File: src/rtl/clkdiv_prog_drv.sv
// Programmable integer clock divider driving the 14x output buffer input.
// Latency: O is registered, 1 CLK after the counter phase; ratio change lands at the next period boundary.
// Backpressure: LOAD/ACK handshake; LOAD is ignored while BUSY, ACK pulses one cycle when the ratio is applied.
//
// Ports:
//   CLK   - clock, rising edge
//   RSTB  - asynchronous active-low reset
//   EN    - divider enable; dropping it forces O low on the next edge
//   DIV   - requested ratio, captured only with LOAD while idle (values <2 clamp to 2)
//   LOAD  - ratio-change request, level sampled each edge
//   BUSY  - a captured ratio is waiting for a period boundary
//   ACK   - one-cycle pulse after the edge that applied the pending ratio
//   O     - divided clock, straight from a flop so the buffer never sees a glitch

module clkdiv_prog_drv #(
  parameter int WIDTH       = 4,
  parameter int DEFAULT_DIV = 2
) (
  input  logic             CLK,
  input  logic             RSTB,
  input  logic             EN,
  input  logic [WIDTH-1:0] DIV,
  input  logic             LOAD,
  output logic             BUSY,
  output logic             ACK,
  output logic             O
);

  typedef enum logic {
    ST_IDLE = 1'b0,
    ST_PEND = 1'b1
  } state_t;

  localparam logic [WIDTH-1:0] ONE     = {{(WIDTH-1){1'b0}}, 1'b1};
  localparam logic [WIDTH-1:0] DIV_MIN = WIDTH'(2);
  localparam logic [WIDTH-1:0] DIV_RST = WIDTH'(DEFAULT_DIV);

  state_t           state_q, state_d;
  logic [WIDTH-1:0] cnt_q,   cnt_d;
  logic [WIDTH-1:0] nact_q,  nact_d;
  logic [WIDTH-1:0] npend_q, npend_d;
  logic             o_q,     o_d;
  logic             ack_q,   ack_d;
  logic             busy_q,  busy_d;

  // One extra bit so ceil(N/2) does not overflow when N is the max ratio.
  logic [WIDTH:0]   high_time;
  logic             last_cnt;
  logic             boundary;
  logic [WIDTH-1:0] div_clamped;

  always_comb begin
    high_time   = ({1'b0, nact_q} + {{WIDTH{1'b0}}, 1'b1}) >> 1;
    last_cnt    = (cnt_q == (nact_q - ONE));
    // Every disabled edge counts as a boundary, so a pending ratio never waits on EN.
    boundary    = !EN || last_cnt;
    div_clamped = (DIV < DIV_MIN) ? DIV_MIN : DIV;

    // Phase and output both use the ratio in force before this edge; a new
    // ratio only takes over once the counter is back at zero.
    cnt_d = (EN && !last_cnt) ? (cnt_q + ONE) : '0;
    o_d   = EN && ({1'b0, cnt_q} < high_time);

    state_d = state_q;
    nact_d  = nact_q;
    npend_d = npend_q;
    ack_d   = 1'b0;

    case (state_q)
      ST_IDLE: begin
        // A capture on a boundary edge is deliberately not applied on the same edge.
        if (LOAD) begin
          npend_d = div_clamped;
          state_d = ST_PEND;
        end
      end
      ST_PEND: begin
        if (boundary) begin
          nact_d  = npend_q;
          ack_d   = 1'b1;
          state_d = ST_IDLE;
        end
      end
      default: begin
        state_d = ST_IDLE;
      end
    endcase

    busy_d = (state_d == ST_PEND);
  end

  always_ff @(posedge CLK or negedge RSTB) begin
    if (!RSTB) begin
      state_q <= ST_IDLE;
      cnt_q   <= '0;
      nact_q  <= DIV_RST;
      npend_q <= DIV_RST;
      o_q     <= 1'b0;
      ack_q   <= 1'b0;
      busy_q  <= 1'b0;
    end else begin
      state_q <= state_d;
      cnt_q   <= cnt_d;
      nact_q  <= nact_d;
      npend_q <= npend_d;
      o_q     <= o_d;
      ack_q   <= ack_d;
      busy_q  <= busy_d;
    end
  end

  assign O    = o_q;
  assign ACK  = ack_q;
  assign BUSY = busy_q;

endmodule

File: config.mk
export PLATFORM = sky130hd
export DESIGN_NAME = clkdiv_prog_drv
export DESIGN_NICKNAME = d
export VERILOG_FILES = /design/src/rtl/clkdiv_prog_drv.sv
export SDC_FILE = /design/constraint.sdc
export NUM_CORES = 1
export LEC_CHECK = 0
export CAP_MARGIN = 20
export CORE_MARGIN = 1.5
export CORE_UTILIZATION = 53
export DETAILED_ROUTE_END_ITERATION = 8
export PLACE_DENSITY_LB_ADDON = 0.15
export SYNTH_ARGS = -nofsm -noshare
export SYNTH_HDL_FRONTEND = slang
export SYNTH_SLANG_ARGS = --single-unit
File: constraint.sdc
create_clock -name CLK -period 2.3 [get_ports CLK]
set_clock_uncertainty 0.15 [all_clocks]
set_input_delay 0.345 -clock CLK [delete_from_list [all_inputs] [get_ports CLK]]
set_output_delay 0.345 -clock CLK [all_outputs]
set_load 0.02 [all_outputs]
==> results.toml <==
[worst_setup_path]
crit_path_end_kind = "register"
cpPeakStageDelay_ps = 600
reg2reg_from = "nact_q[1]"
cp_max_fo = 6
startpoint_type = "register"
cp-startpoint = "nact_q[1]"
rr_worst_depth = 6
regToRegSetupSlack_ps = 250
required_ps = 2340
critical_path.endpoint = "nact_q[2]"
criticalPathCategory = "reg2reg"
crit_slowest_cell = "dfstp_2"
regToRegEndpoint = "nact_q[2]"
arrival_ps = 2080
cp_cell_sequence = "inv_1 > ha_1 > xor2_1 > nand2_1 > or2_1 > o311ai_2"

[pwr]
powerDensity_nw_per_um2 = 1350
ir_drop_mv = 0.713
leakage_nw = 0.456
total_power_mw = 1.38

[clock_tree]
clk_latency_ps = 270
clock_sinks = 15
cts_buffers = 3
cts_resized = 0
cts-root-buf = "clkbuf_4"
clk_path_buf_depth = 2
cts_tree = "built"
cts_max_level = 1
ctsHoldBuffers = 0
path_clk_slew_ps = 90
post-cts-setup-buffers = 0

[drt]
num_vias = 632
routed_wl_mm = 1.56
drc_errors = 0
drtPass1Iterations = 4
drtAntennaViolNets = 0
initialDrtViolationCount = 7
wl_per_cell_um = 13.7
vias_per_cell = 5.54

[place]
dp_hpwl_mm = 1.21
pre_cts_slack_ps = 265
routabilityCongestion = 0.747
io_buffers = 10
dp_cells = 110
placed_cell_area_um2 = 992

[yosys]
synth_top_area_cell = "dfrtp_1"
ys_types = 27
synthMuxAreaShare_pct = 2.54
synth_top_family_by_area = "compound AO/OA/AOI/OAI gates"
synth_xor_area_share_pct = 11.6
syn-cell-area_um2 = 887
synth_fa_ha_area_share_pct = 8.46
yosys_warnings = 0
synth.area.top_cells = "dfrtp_1, ha_1, dfstp_2"
synthSimpleGateAreaFrac_pct = 14.7
ys_seq_elements = 15
synth_nets = 100
synth-compound-area-share_pct = 16.8
syn_inst = 86
yosysSeqAreaShare_pct = 42.6
netlist.area_leader.share_pct = 36.7
synth.avg_cell_area_um2 = 10.3

[floorplanning]
num_rows = 14
die_area_um2 = 1930
die_w_um = 43.9
chipHeight_um = 43.9
initial_utilization_pct = 57.5
core_um2 = 1540
pin_count = 11

[layout]
fin_nets = 113
antenna_cells = 0
area_growth_pct = 14.8
final_cell_mix = "dfrtp_1, nand2_1, clkdlybuf4s50_1"
final_util_pct = 66.1
drive_gt1_share_pct = 10.2
design_area_um2 = 1020
final_common_cell = "dfrtp_1"
stdcell_count = 114
fill_cells = 143

[timing]
fin_ws_ps = 255
fin_tns_setup_ps = 0
fmax_mhz = 489
fin_crit_ps = 2050
setup_viol = 0
fin_hold_ws_ps = 316
relSlewSlack_pct = 56.0
fin_crit_sh_pct = 88.9
worstMarginPinSlew_ps = 658
hold_violations = 0
rsz0062_at_grt = "false"
drv_slew = 0

[job]
maxCapViolations = 0

[outcome]
outcome = "completed"

[min_path]
min_path_type = "in2async"

[global_routing]
grt_pass1_wl_mm = 2.84
grt_usage_pct = 20.3
grt_max_degree = 16
first_global_vias = 619
grt.overflow.total = 0
antenna_found_initial = 0
registers in the layout, indices dropped and copies added (netlist names):
| register | count |
|---|---|
| cnt_q | 4 |
| BUSY | 1 |
| npend_q | 4 |
| O | 1 |
| nact_q | 4 |
| ACK | 1 |
cell families (layout without fill, tap and decap cells):
group | after synthesis | count (layout)
AOI/OAI and AO/OA | 18 | 18
xor gates and xnor gates | 10 | 10
adders and majority gates | 6 | 6
buffers and inverters | 6 | 18
DFF | 15 | 15
muxes | 2 | 2
and+or+nand+nor | 29 | 29
power breakdown:
part / total [mW] / switching, mW / internal, mW
clock network: 0.149 / 0.0821 / 0.0672
logic: 0.717 / 0.376 / 0.341
registers: 0.512 / 0.132 / 0.380
synthesized netlist by cell type:
library cell / instances
xnor2_1: 5
xor3_1: 1
ha_1: 6
or2_1: 1
o211ai_1: 1
nor3_1: 1
and2_1: 1
dfrtp_1: 13
o21ai_0: 3
a22oi_1: 3
nand2b_1: 2
a21oi_1: 2
dfstp_2: 2
nor2_1: 9
buf_6: 1
o31ai_1: 1
mux2_2: 2
xor2_1: 4
o311ai_2: 1
o221ai_1: 3
a21o_1: 3
nor3_2: 1
nand2_1: 11
nand3_1: 3
o31ai_4: 1
inv_1: 4
clkbuf_1: 1
cell type report:
type                            instances  area [um2]  area share [%]
Clock buffer                            4        26.3            2.58
Inverter                                4        15.0            1.47
Multi-Input combinational cell         65         479            47.1
Sequential cell                        15         378            37.1
Tap cell                               16        20.0            1.97
Timing Repair Buffer                   10         100            9.83
worst max-delay path, delay by kind of cell (launching register included):
| kind | cells | cell delay [ps] |
|---|---|---|
| xor+xnor | 1 | 150 |
| compound gates | 1 | 260 |
| fa+ha+maj | 1 | 300 |
| simple gates | 2 | 450 |
| flops | 1 | 600 |
| buf+inv | 1 | 50 |
per-layer routing:
metal,routed length (um),vias to the layer above,global-route usage [%]
met2,716,12,29.7
li1,-,322,-
met1,779,296,29.3
met3,56,2,4.58
met4,9,0,7.88
met5,0,-,0
worst min path at each step:
stage	startpoint	end	slack, ps	cells past startpoint
floorplan	RSTB	ACK	-100	0
global placement	npend_q[1]	npend_q[1]	330	2
detailed placement	npend_q[1]	npend_q[1]	330	2
CTS	npend_q[1]	npend_q[1]	340	2
global route	npend_q[2]	npend_q[2]	370	1
finish	RSTB	cnt_q[2]	320	1
Note: power is estimated with default switching activity, not from simulation.
